[src/rtl/cpu65xx_status_register.sv]
// 65xx processor status register (P): ALU flag capture, explicit flag ops,
// PLP/RTI loads, interrupt entry, push formatting and delayed IRQ mask.
module cpu65xx_status_register #(
    parameter bit CMOS = 1'b0
) (
    input  logic       clk,
    input  logic       reset,
    input  logic       aluCarry,
    input  logic       aluZero,
    input  logic       aluNegative,
    input  logic       aluOverflow,
    input  logic       updateC,
    input  logic       updateZ,
    input  logic       updateN,
    input  logic       updateV,
    input  logic       flagWrite,
    input  logic [2:0] flagIndex,
    input  logic       flagValue,
    input  logic       loadP,
    input  logic [7:0] dataIn,
    input  logic       intEntry,
    input  logic       instrBoundary,
    input  logic       pushBreak,
    output logic [7:0] status,
    output logic [7:0] stackOut,
    output logic       carry,
    output logic       overflow,
    output logic       decimal,
    output logic       irqMask
);

    logic n_q, v_q, d_q, i_q, z_q, c_q, irq_q;
    logic n_d, v_d, d_d, i_d, z_d, c_d, irq_d;

    always_comb begin
        n_d   = n_q;
        v_d   = v_q;
        d_d   = d_q;
        i_d   = i_q;
        z_d   = z_q;
        c_d   = c_q;
        irq_d = irq_q;
        if (loadP) begin
            n_d = dataIn[7];
            v_d = dataIn[6];
            d_d = dataIn[3];
            i_d = dataIn[2];
            z_d = dataIn[1];
            c_d = dataIn[0];
        end else begin
            if (updateC) c_d = aluCarry;
            if (updateZ) z_d = aluZero;
            if (updateN) n_d = aluNegative;
            if (updateV) v_d = aluOverflow;
            // Explicit write wins over the ALU on its target bit only
            if (flagWrite) begin
                case (flagIndex)
                    3'd0:    c_d = flagValue;
                    3'd1:    z_d = flagValue;
                    3'd2:    i_d = flagValue;
                    3'd3:    d_d = flagValue;
                    3'd6:    v_d = flagValue;
                    3'd7:    n_d = flagValue;
                    default: ;
                endcase
            end
        end
        if (intEntry) begin
            i_d = 1'b1;
            if (CMOS) d_d = 1'b0;
        end
        // Mask follows the old I at opcode fetch; entry masks immediately
        if (intEntry) begin
            irq_d = 1'b1;
        end else if (instrBoundary) begin
            irq_d = i_q;
        end
    end

    always_ff @(posedge clk) begin
        if (reset) begin
            n_q   <= 1'b0;
            v_q   <= 1'b0;
            d_q   <= 1'b0;
            i_q   <= 1'b1;
            z_q   <= 1'b0;
            c_q   <= 1'b0;
            irq_q <= 1'b1;
        end else begin
            n_q   <= n_d;
            v_q   <= v_d;
            d_q   <= d_d;
            i_q   <= i_d;
            z_q   <= z_d;
            c_q   <= c_d;
            irq_q <= irq_d;
        end
    end

    assign status   = {n_q, v_q, 1'b1, 1'b1, d_q, i_q, z_q, c_q};
    assign stackOut = {n_q, v_q, 1'b1, pushBreak, d_q, i_q, z_q, c_q};
    assign carry    = c_q;
    assign overflow = v_q;
    assign decimal  = d_q;
    assign irqMask  = irq_q;

endmodule
[config.mk]
export PLATFORM = sky130hd
export DESIGN_NAME = cpu65xx_status_register
export DESIGN_NICKNAME = d
export VERILOG_FILES = /design/src/rtl/cpu65xx_status_register.sv
export SDC_FILE = /design/constraint.sdc
export NUM_CORES = 1
export LEC_CHECK = 0
export CAP_MARGIN = 20
export CORE_MARGIN = 4
export CORE_UTILIZATION = 30
export CTS_BUF_LIST = sky130_fd_sc_hd__clkbuf_8 sky130_fd_sc_hd__clkbuf_16
export DETAILED_ROUTE_END_ITERATION = 8
export PLACE_DENSITY = 0.78
export SYNTH_ARGS = -nofsm -noshare
export SYNTH_HDL_FRONTEND = slang
export SYNTH_SLANG_ARGS = --single-unit
[constraint.sdc]
create_clock -name clk -period 1.1 [get_ports clk]
set_input_delay 0.22 -clock clk [delete_from_list [all_inputs] [get_ports clk]]
set_output_delay 0.22 -clock clk [all_outputs]
set_load 0.02 [all_outputs]
==> Yosys cells after proc, flatten, opt, wreduce, memory -nomap -nowiden <==
Cells that the tools add are included.
{ "classes": {"bitwise_logic": 0, "shift": 0, "n_mul": 0, "mux": 22, "magnitude_cmp": 0, "eq_ne": 5, "n_reduce_logical": 7, "addsub": 0, "div_mod_pow": 0} }
{ "ops": {"columns": ["op", "n"], "rows": [
  ["$mux W1", 22],
  ["$eq A3 B2 Y1 const B", 2],
  ["$eq A3 B3 Y1 const B", 2],
  ["$reduce_bool A2 Y1", 3],
  ["$reduce_and A2 Y1", 2],
  ["$eq A3 B1 Y1 const B", 1],
  ["$logic_not A3 Y1", 1],
  ["$reduce_or A2 Y1", 1]
]} }
{ "word_totals": {"latch_bits": 0, "register_bits": 7, "elab_cells": 41, "mem_bits_rw": 0, "in_bits": 27, "romBits": 0, "n_memories": 0} }

==> Longest topological paths before layout <==
Gate-level depths: netlist (run 1).
{ "logic_depth": {"word_depth": 4, "ltp_mapped": 3, "depth_no_buf": 3} }

==> Worst setup path before layout (run 1) <==
No wires, ideal clock.
{ "synth_path": {"kind": "register to register", "startpoint": "reg c_q, in the netlist carry", "endpoint": "reg c_q, in the netlist carry", "path_stages_with_launch": 4, "arrival_time_ns": 0.986, "setup_time_ns": 0.059, "slack_ns": 0.055, "path_buffers": 0, "cell_sequence": "dfxtp_1 mux2i_1 or4_1 nand2_1"} }
{ "synth_via": {"elab_chain_cells": 4} }
{ "synth_lines": {"columns": ["item", "line_no", "text"], "rows": [
  ["from (decl)", "32", "logic n_q, v_q, d_q, i_q, z_q, c_q, irq_q;"],
  ["from (signal assigned)", "87", "c_q <= 1'b0;"],
  ["from (signal assigned)", "95", "c_q <= c_d;"],
  ["$mux W1 *", "51", "if (updateC) c_d = aluCarry;"],
  ["$mux W1", "57", "case (flagIndex)"],
  ["$mux W1 *", "56", "if (flagWrite) begin"],
  ["$mux W1 *", "43", "if (loadP) begin"]
]} }
Every way passes the cells marked *; elsewhere a longest branch is shown, timed or not.
A chain may end at the register's enable or synchronous reset.

==> Final worst setup path (run 1) <==
{ "layout_path": {"startpoint": "in flagIndex[2]", "endpoint": "reg c_q, in the netlist carry"} }
{ "layout_via": {"elab_chain_cells": 4} }
{ "layout_lines": {"columns": ["item", "line_no", "text"], "rows": [
  ["from (decl)", "17", "input logic [2:0] flagIndex,"],
  ["$logic_not A3 Y1", "57", null],
  ["$mux W1", "57", null],
  ["$mux W1", "56", null],
  ["$mux W1", "43", null]
]} }
No other way between the ends.

==> flow_results.xml, run 1 <==
<?xml version="1.0" encoding="UTF-8"?>
<metrics>
  <group name="sta">
    <metric name="max_slew.worst_pin.slew" unit="ns">0.515</metric>
    <metric name="setup_viol" unit="">1</metric>
    <metric name="finalMaxSlewViolations" unit="">0</metric>
    <metric name="worst_clock_skew" unit="ns">0.000144</metric>
    <metric name="final_worst_path_period_share" unit="%">100</metric>
    <metric name="final.min_clock_period" unit="ns">1.11</metric>
    <metric name="timing.fmax" unit="GHz">0.905</metric>
    <metric name="maxSlewHeadroom" unit="%">65.2</metric>
    <metric name="finalHoldViolations" unit="">0</metric>
    <metric name="final_critical_path_setup_slack" unit="ns">-0.00531</metric>
  </group>
  <group name="die">
    <metric name="area_of_the_placeable_core" unit="mm²">0.00158</metric>
    <metric name="floorplan.initialDensity" unit="%">33.2</metric>
    <metric name="floorplan.die.width" unit="µm">49.8</metric>
    <metric name="die_area" unit="mm²">0.00248</metric>
    <metric name="io_pins" unit="">47</metric>
    <metric name="die_height" unit="µm">49.8</metric>
    <metric name="fp-row-count" unit="">14</metric>
  </group>
  <group name="detailed_routing">
    <metric name="dr_wl_met3" unit="µm">166</metric>
    <metric name="vias" unit="">578</metric>
    <metric name="drt-initial-drc-count" unit="">13</metric>
    <metric name="drt-wirelength-per-cell" unit="µm">15.4</metric>
    <metric name="drt_drc_violations_left" unit="">0</metric>
    <metric name="wl_met2" unit="µm">808</metric>
    <metric name="vias_per_cell" unit="">5.21</metric>
    <metric name="antenna_left" unit="">0</metric>
    <metric name="wl" unit="µm">1710</metric>
    <metric name="top_layer" unit="">met4</metric>
    <metric name="wirelength_met1" unit="µm">715</metric>
    <metric name="detailedRoute.firstPassIterationCount" unit="">4</metric>
  </group>
  <group name="power_and_ir_drop">
    <metric name="static-leakage-power" unit="nW">0.407</metric>
    <metric name="power.density_cell_area" unit="mW/mm²">1080</metric>
    <metric name="peakVddDrop" unit="mV">0.388</metric>
  </group>
  <group name="global_route">
    <metric name="vias_in_the_first_global_route" unit="">504</metric>
    <metric name="grt_util_all_layers" unit="%">13.0</metric>
    <metric name="grt_first_pass_wirelength" unit="µm">2390</metric>
    <metric name="grt_overflow" unit="">0</metric>
    <metric name="grt_start_max_net_pins" unit="">7</metric>
    <metric name="grt_antenna_before_repair" unit="">0</metric>
  </group>
  <group name="clock_tree">
    <metric name="cts_htree_levels" unit="">1</metric>
    <metric name="cts.sink_count" unit="">7</metric>
    <metric name="tritoncts" unit="">built</metric>
    <metric name="clk_root_buffer_cell" unit="">clkbuf_8</metric>
    <metric name="cts-hold-fix-buffers" unit="">0</metric>
    <metric name="tritoncts.num_buffers" unit="">3</metric>
    <metric name="cts-root-to-sink-buffers" unit="">2</metric>
    <metric name="clkTransAtPathRegs" unit="ns">0.05</metric>
    <metric name="clkLatencyLatePin" unit="ns">0.23</metric>
  </group>
  <group name="worst_setup_path">
    <metric name="cp.depth" unit="">4</metric>
    <metric name="critical_path.endpoint_type" unit="">flop</metric>
    <metric name="critical-path-top-delay-family" unit="">simple AND/OR/NAND/NOR gates</metric>
    <metric name="critical-path-slowest-cell" unit="">nor4b_1</metric>
    <metric name="rr_worst_depth" unit="">3</metric>
    <metric name="cpPeakStageDelay" unit="ns">0.53</metric>
    <metric name="crit-reg2reg-launch" unit="">carry</metric>
    <metric name="critPathLaunch" unit="">flagIndex[2]</metric>
    <metric name="timing.critical_path.required" unit="ns">1.27</metric>
    <metric name="timing.critical_path.cells" unit="">clkdlybuf4s15_1 -&gt; nor4b_1 -&gt; a32oi_1 -&gt; nand2_1</metric>
    <metric name="crit_arrival" unit="ns">1.28</metric>
    <metric name="timing.critical_path.fanout_max" unit="">6</metric>
    <metric name="r2r_setup_slack" unit="ns">0.05</metric>
    <metric name="cp-endpoint" unit="">carry</metric>
    <metric name="timing.setup.critical_path_class" unit="">input pin to flop</metric>
    <metric name="start_kind" unit="">input pin</metric>
    <metric name="timing.critical_path.buf_inv" unit="">1</metric>
    <metric name="r2r_end" unit="">carry</metric>
  </group>
  <group name="synth">
    <metric name="synth-seq-cells" unit="">7</metric>
    <metric name="synthesis.instances" unit="">61</metric>
    <metric name="synth.yosys.warnings" unit="">0</metric>
    <metric name="ranking_of_synthesized_cells_by_area" unit="">dfxtp_1 (27%), buf_4 (23%), mux2_2 (6.5%)</metric>
    <metric name="synth_cell_types" unit="">22</metric>
    <metric name="netlist.area_leader.share" unit="%">26.8</metric>
    <metric name="synth_sequential_area_ratio" unit="%">26.8</metric>
    <metric name="postSynthAreaPerCell" unit="µm²">8.57</metric>
    <metric name="synthesis.area" unit="µm²">523</metric>
    <metric name="synth_area_leader_cell" unit="">dfxtp_1</metric>
  </group>
  <group name="final_layout">
    <metric name="drive_gt1_share" unit="%">33.7</metric>
    <metric name="finalNonFillerCells" unit="">111</metric>
    <metric name="n_antenna_cell" unit="">0</metric>
    <metric name="finish.net_count" unit="">123</metric>
    <metric name="fill_cells" unit="">150</metric>
    <metric name="syn_to_final_growth" unit="%">65.1</metric>
  </group>
  <group name="run_status">
    <metric name="violations" unit="">negative setup slack</metric>
    <metric name="run_status" unit="">finished with violations</metric>
  </group>
  <group name="worst_hold_path">
    <metric name="hold_class" unit="">input pin to output pin</metric>
    <metric name="hold_path_depth" unit="">0</metric>
  </group>
  <group name="run">
    <metric name="cap_violations" unit="">0</metric>
  </group>
  <group name="place">
    <metric name="globalplace.congestion" unit="">0.711</metric>
    <metric name="place_inst" unit="">107</metric>
    <metric name="place.detailed.hpwl" unit="µm">1230</metric>
    <metric name="place_worst_setup_slack" unit="ns">-0.437</metric>
    <metric name="portBuffers" unit="">39</metric>
  </group>
</metrics>
[layout make-up]
| class | count | area (µm²) | area share [%] |
|---|---|---|---|
| Sequential cell | 7 | 141 | 16.4 |
| Inverter | 2 | 7.51 | 0.870 |
| Clock inverter | 1 | 3.75 | 0.435 |
| Timing Repair Buffer | 44 | 365 | 42.3 |
| Clock buffer | 3 | 41.3 | 4.78 |
| Multi-Input combinational cell | 38 | 284 | 32.9 |
| Tap cell | 16 | 20.0 | 2.32 |
[repair_timing]
| item | in CTS | in global routing |
|---|---|---|
| gates resized for setup | 50 | 23 |
| endpoints found under the setup margin | 22 | 16 |
| pin swaps | 1 | 3 |
| gates cloned | 0 | 0 |
| setup buffers | 0 | 0 |
[cells in the final DEF (no fill, tap or decap), drive strengths merged, types with 2 or more instances in the layout]
cell	n
o211ai	3
buf	15
conb	3
nor2	3
clkdlybuf4s50	15
mux2i	3
mux2	4
clkdlybuf4s15	4
clkbuf	6
inv	3
dlymetal6s2s	2
nor4	2
nand2	6
nand3	3
dlygate4sd2	5
dfxtp	7
nand4b	2
[cell usage after synthesis]
| master | instances |
|---|---|
| buf_4 | 16 |
| dfxtp_1 | 7 |
| nand2_1 | 6 |
| mux2_2 | 3 |
| mux2i_1 | 3 |
| nand3_1 | 3 |
| nor2_1 | 3 |
| o211ai_1 | 3 |
| inv_1 | 2 |
| nand4b_1 | 2 |
| nor4_1 | 2 |
| a211oi_1 | 1 |
| a31oi_1 | 1 |
| a32oi_1 | 1 |
| and4bb_1 | 1 |
| conb_1 | 1 |
| mux2_1 | 1 |
| nand4_1 | 1 |
| nand4bb_1 | 1 |
| nor2b_1 | 1 |
| nor4b_1 | 1 |
| or4_1 | 1 |
[sequential cells by signal, indices dropped and copies added, names as in the netlist]
register,count
carry,1
i_q,1
irqMask,1
n_q,1
decimal,1
overflow,1
z_q,1
[worst reg2reg max path, cell delays in order, from the launching register on]
cell,delay (ns)
dfxtp_2,0.33
mux2i_1,0.07
or4_1,0.52
nand2_1,0.07
[cells by family after synthesis]
| family | after synthesis | share of synthesized area [%] |
|---|---|---|
| and+or+nand+nor | 22 | 25.1 |
| buffers and inverters | 18 | 24.4 |
| muxes | 7 | 14.4 |
| DFF | 7 | 26.8 |
| AOI/OAI and AO/OA | 6 | 8.61 |
| other | 1 | 0.717 |
[worst min-delay path by stage]
stage	end	slack (ns)	from
after floorplan	decimal	0.29	reset
after global placement	stackOut[4]	0.44	pushBreak
after detailed placement	stackOut[4]	0.44	pushBreak
after CTS	stackOut[4]	0.44	pushBreak
after global routing	stackOut[4]	0.44	pushBreak
final	stackOut[4]	0.44	pushBreak
[metrics by stage]
| stage | total power [mW] | setup TNS [ns] | util (%) | hold WS [ns] | instance area (µm²) |
|---|---|---|---|---|---|
| 2_1_floorplan | 0.449 | 0 | - | 0.293 | 531 |
| 3_3_place_gp | 0.584 | -2.89 | 54.4 | 0.440 | 858 |
| 3_5_place_dp | 0.590 | -3.33 | 54.4 | 0.440 | 858 |
| 4_1_cts | 0.940 | -0.124 | 57.9 | 0.440 | 912 |
| 5_1_grt | 0.965 | -0.0825 | 54.8 | 0.440 | 863 |
| 6_report | 0.931 | -0.00531 | 54.8 | 0.440 | 863 |
[where the power goes]
group,internal [mW],switching (mW),leakage (nW)
sequential,0.271,0.0120,0.0581
combinational,0.140,0.136,0.322
clock,0.243,0.130,0.0269
total,0.654,0.278,0.407
[metal layers]
layer / up-vias / global-route usage, %
met5: - / 0
met4: 0 / 8.29
met3: 3 / 5.12
met2: 36 / 21.8
met1: 267 / 13.3
li1: 272 / -
(Power assumes the default switching activity.)
==> inputs of run 2 (changes only) <==
--- a/config.mk
+++ b/config.mk
@@ -5,12 +5,13 @@
 export SDC_FILE = /design/constraint.sdc
 export NUM_CORES = 1
 export LEC_CHECK = 0
+export ABC_AREA = 1
 export CAP_MARGIN = 20
 export CORE_MARGIN = 4
 export CORE_UTILIZATION = 30
 export CTS_BUF_LIST = sky130_fd_sc_hd__clkbuf_8 sky130_fd_sc_hd__clkbuf_16
 export DETAILED_ROUTE_END_ITERATION = 8
-export PLACE_DENSITY = 0.78
+export PLACE_DENSITY = 0.74
 export SYNTH_ARGS = -nofsm -noshare
 export SYNTH_HDL_FRONTEND = slang
 export SYNTH_SLANG_ARGS = --single-unit
==> run 2 against run 1 <==
  * The run still ends with negative setup slack left
  * Sequential share of layout area shrank 1.1 points
  * Maximum frequency shrank 1.3%
  * Global-route usage shrank 0.79 points
  * Register-to-register slack gained 0.30 ns
  * Clock skew is essentially flat
  * Largest power group unchanged
  * Highest routed layer unchanged
==> flow_results.xml, run 2 <==
<?xml version="1.0" encoding="UTF-8"?>
<metrics>
  <group name="detailed_routing">
    <metric name="drt_drc_violations_left" unit="">0</metric>
    <metric name="antenna_left" unit="">0</metric>
    <metric name="vias" unit="">674</metric>
    <metric name="dr_wl_met3" unit="µm">217</metric>
    <metric name="vias_per_cell" unit="">4.16</metric>
    <metric name="wl" unit="µm">1630</metric>
    <metric name="wl_met2" unit="µm">779</metric>
    <metric name="drt-initial-drc-count" unit="">11</metric>
    <metric name="drt-wirelength-per-cell" unit="µm">10.0</metric>
    <metric name="top_layer" unit="">met4</metric>
    <metric name="detailedRoute.firstPassIterationCount" unit="">4</metric>
    <metric name="wirelength_met1" unit="µm">596</metric>
  </group>
  <group name="power_and_ir_drop">
    <metric name="net-switching-power" unit="mW">0.278</metric>
    <metric name="p_comb_share" unit="%">31.5</metric>
    <metric name="peakVddDrop" unit="mV">0.386</metric>
    <metric name="p_sw_share" unit="%">30.0</metric>
    <metric name="static-leakage-power" unit="nW">0.534</metric>
    <metric name="internal_power" unit="mW">0.649</metric>
    <metric name="power.share.sequential" unit="%">30.5</metric>
    <metric name="clock_power_share" unit="%">38.0</metric>
    <metric name="power.density_cell_area" unit="mW/mm²">1010</metric>
  </group>
  <group name="clock_tree">
    <metric name="cts_htree_levels" unit="">1</metric>
    <metric name="clkLatencyLatePin" unit="ns">0.22</metric>
    <metric name="cts-hold-fix-buffers" unit="">0</metric>
    <metric name="tritoncts.num_buffers" unit="">3</metric>
    <metric name="clk_root_buffer_cell" unit="">clkbuf_8</metric>
    <metric name="tritoncts" unit="">built</metric>
    <metric name="clkTransAtPathRegs" unit="ns">0.04</metric>
    <metric name="cts.sink_count" unit="">7</metric>
    <metric name="cts-root-to-sink-buffers" unit="">2</metric>
  </group>
  <group name="synth">
    <metric name="synth_area_leader_cell" unit="">dfxtp_1</metric>
    <metric name="synthesis.area" unit="µm²">602</metric>
    <metric name="synth-edff-count" unit="">0</metric>
    <metric name="synth_sequential_area_ratio" unit="%">23.3</metric>
    <metric name="synth-seq-cells" unit="">7</metric>
    <metric name="netlist.area_leader.share" unit="%">23.3</metric>
    <metric name="synth.yosys.warnings" unit="">0</metric>
    <metric name="synthesis.instances" unit="">105</metric>
    <metric name="ranking_of_synthesized_cells_by_area" unit="">dfxtp_1 (23%), nand2_1 (21%), buf_4 (20%)</metric>
    <metric name="ys_top_cells_by_count" unit="">nand2_1 (33), buf_4 (16), inv_1 (15)</metric>
    <metric name="synthFlopType" unit="">dfxtp_1</metric>
    <metric name="yosys.cell_count.top_type" unit="">nand2_1</metric>
    <metric name="postSynthAreaPerCell" unit="µm²">5.73</metric>
    <metric name="synth_cell_types" unit="">13</metric>
    <metric name="postSynth.asyncResetShare" unit="%">0</metric>
  </group>
  <group name="worst_setup_path">
    <metric name="crit-reg2reg-launch" unit="">carry</metric>
    <metric name="rr_worst_depth" unit="">6</metric>
    <metric name="timing.critical_path.required" unit="ns">0.88</metric>
    <metric name="start_kind" unit="">flop</metric>
    <metric name="timing.critical_path.cells" unit="">dlygate4sd2_1</metric>
    <metric name="critical-path-slowest-cell" unit="">dlygate4sd2_1</metric>
    <metric name="r2r_end" unit="">carry</metric>
    <metric name="r2r_setup_slack" unit="ns">0.35</metric>
    <metric name="critical_path.endpoint_type" unit="">output pin</metric>
    <metric name="crit_arrival" unit="ns">0.90</metric>
    <metric name="critical-path-top-delay-family" unit="">buffers and inverters</metric>
    <metric name="timing.critical_path.fanout_max" unit="">3</metric>
    <metric name="cpPeakStageDelay" unit="ns">0.34</metric>
    <metric name="timing.critical_path.buf_inv" unit="">1</metric>
    <metric name="timing.setup.critical_path_class" unit="">flop to output pin</metric>
  </group>
  <group name="die">
    <metric name="die_height" unit="µm">52.8</metric>
    <metric name="area_of_the_placeable_core" unit="mm²">0.00182</metric>
    <metric name="die_area" unit="mm²">0.00279</metric>
    <metric name="io_pins" unit="">47</metric>
    <metric name="floorplan.initialDensity" unit="%">33.1</metric>
    <metric name="floorplan.die.width" unit="µm">52.8</metric>
    <metric name="fp-row-count" unit="">15</metric>
  </group>
  <group name="worst_hold_path">
    <metric name="hold_class" unit="">input pin to flop</metric>
    <metric name="hold_path_startpoint" unit="">loadP</metric>
    <metric name="hold_path_depth" unit="">3</metric>
    <metric name="hold-path-endpoint" unit="">i_q</metric>
  </group>
  <group name="sta">
    <metric name="setup_repair_after_global_routing_missed_its_margin" unit="">true</metric>
    <metric name="timing.fmax" unit="GHz">0.893</metric>
    <metric name="final_critical_path_setup_slack" unit="ns">-0.0197</metric>
    <metric name="final.min_clock_period" unit="ns">1.12</metric>
    <metric name="worst_clock_skew" unit="ns">0.0000230</metric>
    <metric name="finalHoldViolations" unit="">0</metric>
    <metric name="setup_viol" unit="">2</metric>
    <metric name="finalMaxSlewViolations" unit="">0</metric>
    <metric name="final_worst_path_period_share" unit="%">102</metric>
  </group>
  <group name="final_layout">
    <metric name="finish.instance_area" unit="µm²">917</metric>
    <metric name="n_antenna_cell" unit="">0</metric>
    <metric name="register_area" unit="µm²">140</metric>
    <metric name="finish.net_count" unit="">165</metric>
    <metric name="drive_gt1_share" unit="%">19.0</metric>
    <metric name="layout.cells.most_common" unit="">nand2_1</metric>
    <metric name="syn_to_final_growth" unit="%">52.4</metric>
    <metric name="fill_cells" unit="">188</metric>
    <metric name="most-common-layout-cells" unit="">nand2_1 (33), clkdlybuf4s50_1 (18), inv_1 (16)</metric>
    <metric name="multi_input_comb_area" unit="µm²">278</metric>
  </group>
  <group name="global_route">
    <metric name="grt_util_all_layers" unit="%">12.2</metric>
    <metric name="vias_in_the_first_global_route" unit="">612</metric>
    <metric name="grt_overflow" unit="">0</metric>
    <metric name="grt_antenna_before_repair" unit="">0</metric>
    <metric name="grt_start_max_net_pins" unit="">10</metric>
    <metric name="grt_first_pass_wirelength" unit="µm">2470</metric>
  </group>
  <group name="run">
    <metric name="cap_violations" unit="">0</metric>
  </group>
  <group name="run_status">
    <metric name="violations" unit="">negative setup slack</metric>
    <metric name="run_status" unit="">finished with violations</metric>
  </group>
  <group name="place">
    <metric name="place.detailed.hpwl" unit="µm">1340</metric>
    <metric name="placedInstanceArea" unit="µm²">933</metric>
    <metric name="place_worst_setup_slack" unit="ns">-0.235</metric>
    <metric name="globalplace.congestion" unit="">0.802</metric>
    <metric name="portBuffers" unit="">39</metric>
  </group>
</metrics>
==> run 2: cell count changes after synthesis, moves of 3 or more <==
cell and change:
mux2_2 -3, inv_2 +3, inv_1 +13, nand2_1 +27, nand3_1 +9, mux2i_1 -3, nor2_1 +9
==> run 2: what timing repair did <==
action,in CTS,in global routing
pin swaps,1,1
buffers inserted,0,0
gates resized for setup,43,16
setup endpoints to repair,18,22
==> run 2: kinds of logic after synthesis <==
| kind of cell | Yosys count | synth area share, % |
|---|---|---|
| AND/OR/NAND/NOR | 61 | 43.0 |
| buffers and inverters | 35 | 31.8 |
| flip-flops | 7 | 23.3 |
| AO/OA/AOI/OAI | 1 | 1.25 |
| other | 1 | 0.623 |
==> run 2: how the worst max path moves through the flow <==
| stage | startpoint | end | depth (start not counted) |
|---|---|---|---|
| final | i_q | status[2] | 1 |
| after global routing | i_q | stackOut[2] | 1 |
| after CTS | i_q | status[2] | 1 |
| after detailed placement | flagIndex[1] | overflow | 8 |
| after global placement | flagIndex[1] | overflow | 8 |
| after floorplan | carry | stackOut[0] | 1 |
==> run 2: layer usage <==
metal	vias up	global-route usage [%]
li1	357	-
met1	283	12.3
met3	4	3.99
met4	0	8.09
met2	30	21.1
met5	-	0
==> run 2: through the flow <==
step           util (%)  hold WS [ns]  setup TNS [ns]  power (mW)  instances
2_1_floorplan         -         0.344               0       0.480        107
3_3_place_gp       51.3         0.440           -2.29       0.612        158
3_5_place_dp       51.3         0.440           -2.57       0.619        158
4_1_cts            54.2         0.440         -0.0575       0.961        162
5_1_grt            50.4         0.392         -0.0916       0.991        162
6_report           50.4         0.372         -0.0359       0.927        162
==> run 2: tightest hold or removal path, stage by stage <==
cell            delay [ns]
dlymetal6s2s_1        0.19
nand2_1               0.08
nand4_1               0.07
==> run 2: area by class of cell <==
class,count,share of cell area [%]
multi-input combinational,65,30.3
tap,25,3.41
sequential,7,15.3
inverter,19,7.78
clock inverter,1,0.409
clock buffer,3,4.50
timing repair buffer,42,38.3
==> run 2: power by group through the flow <==
stage / Sequential (mW) / Clock, mW / Combinational, mW
finish: 0.283 / 0.353 / 0.292
global placement: 0.287 / 0 / 0.325
global route: 0.286 / 0.388 / 0.318
floorplan: 0.298 / 0 / 0.181
detailed placement: 0.288 / 0 / 0.331
CTS: 0.284 / 0.361 / 0.316
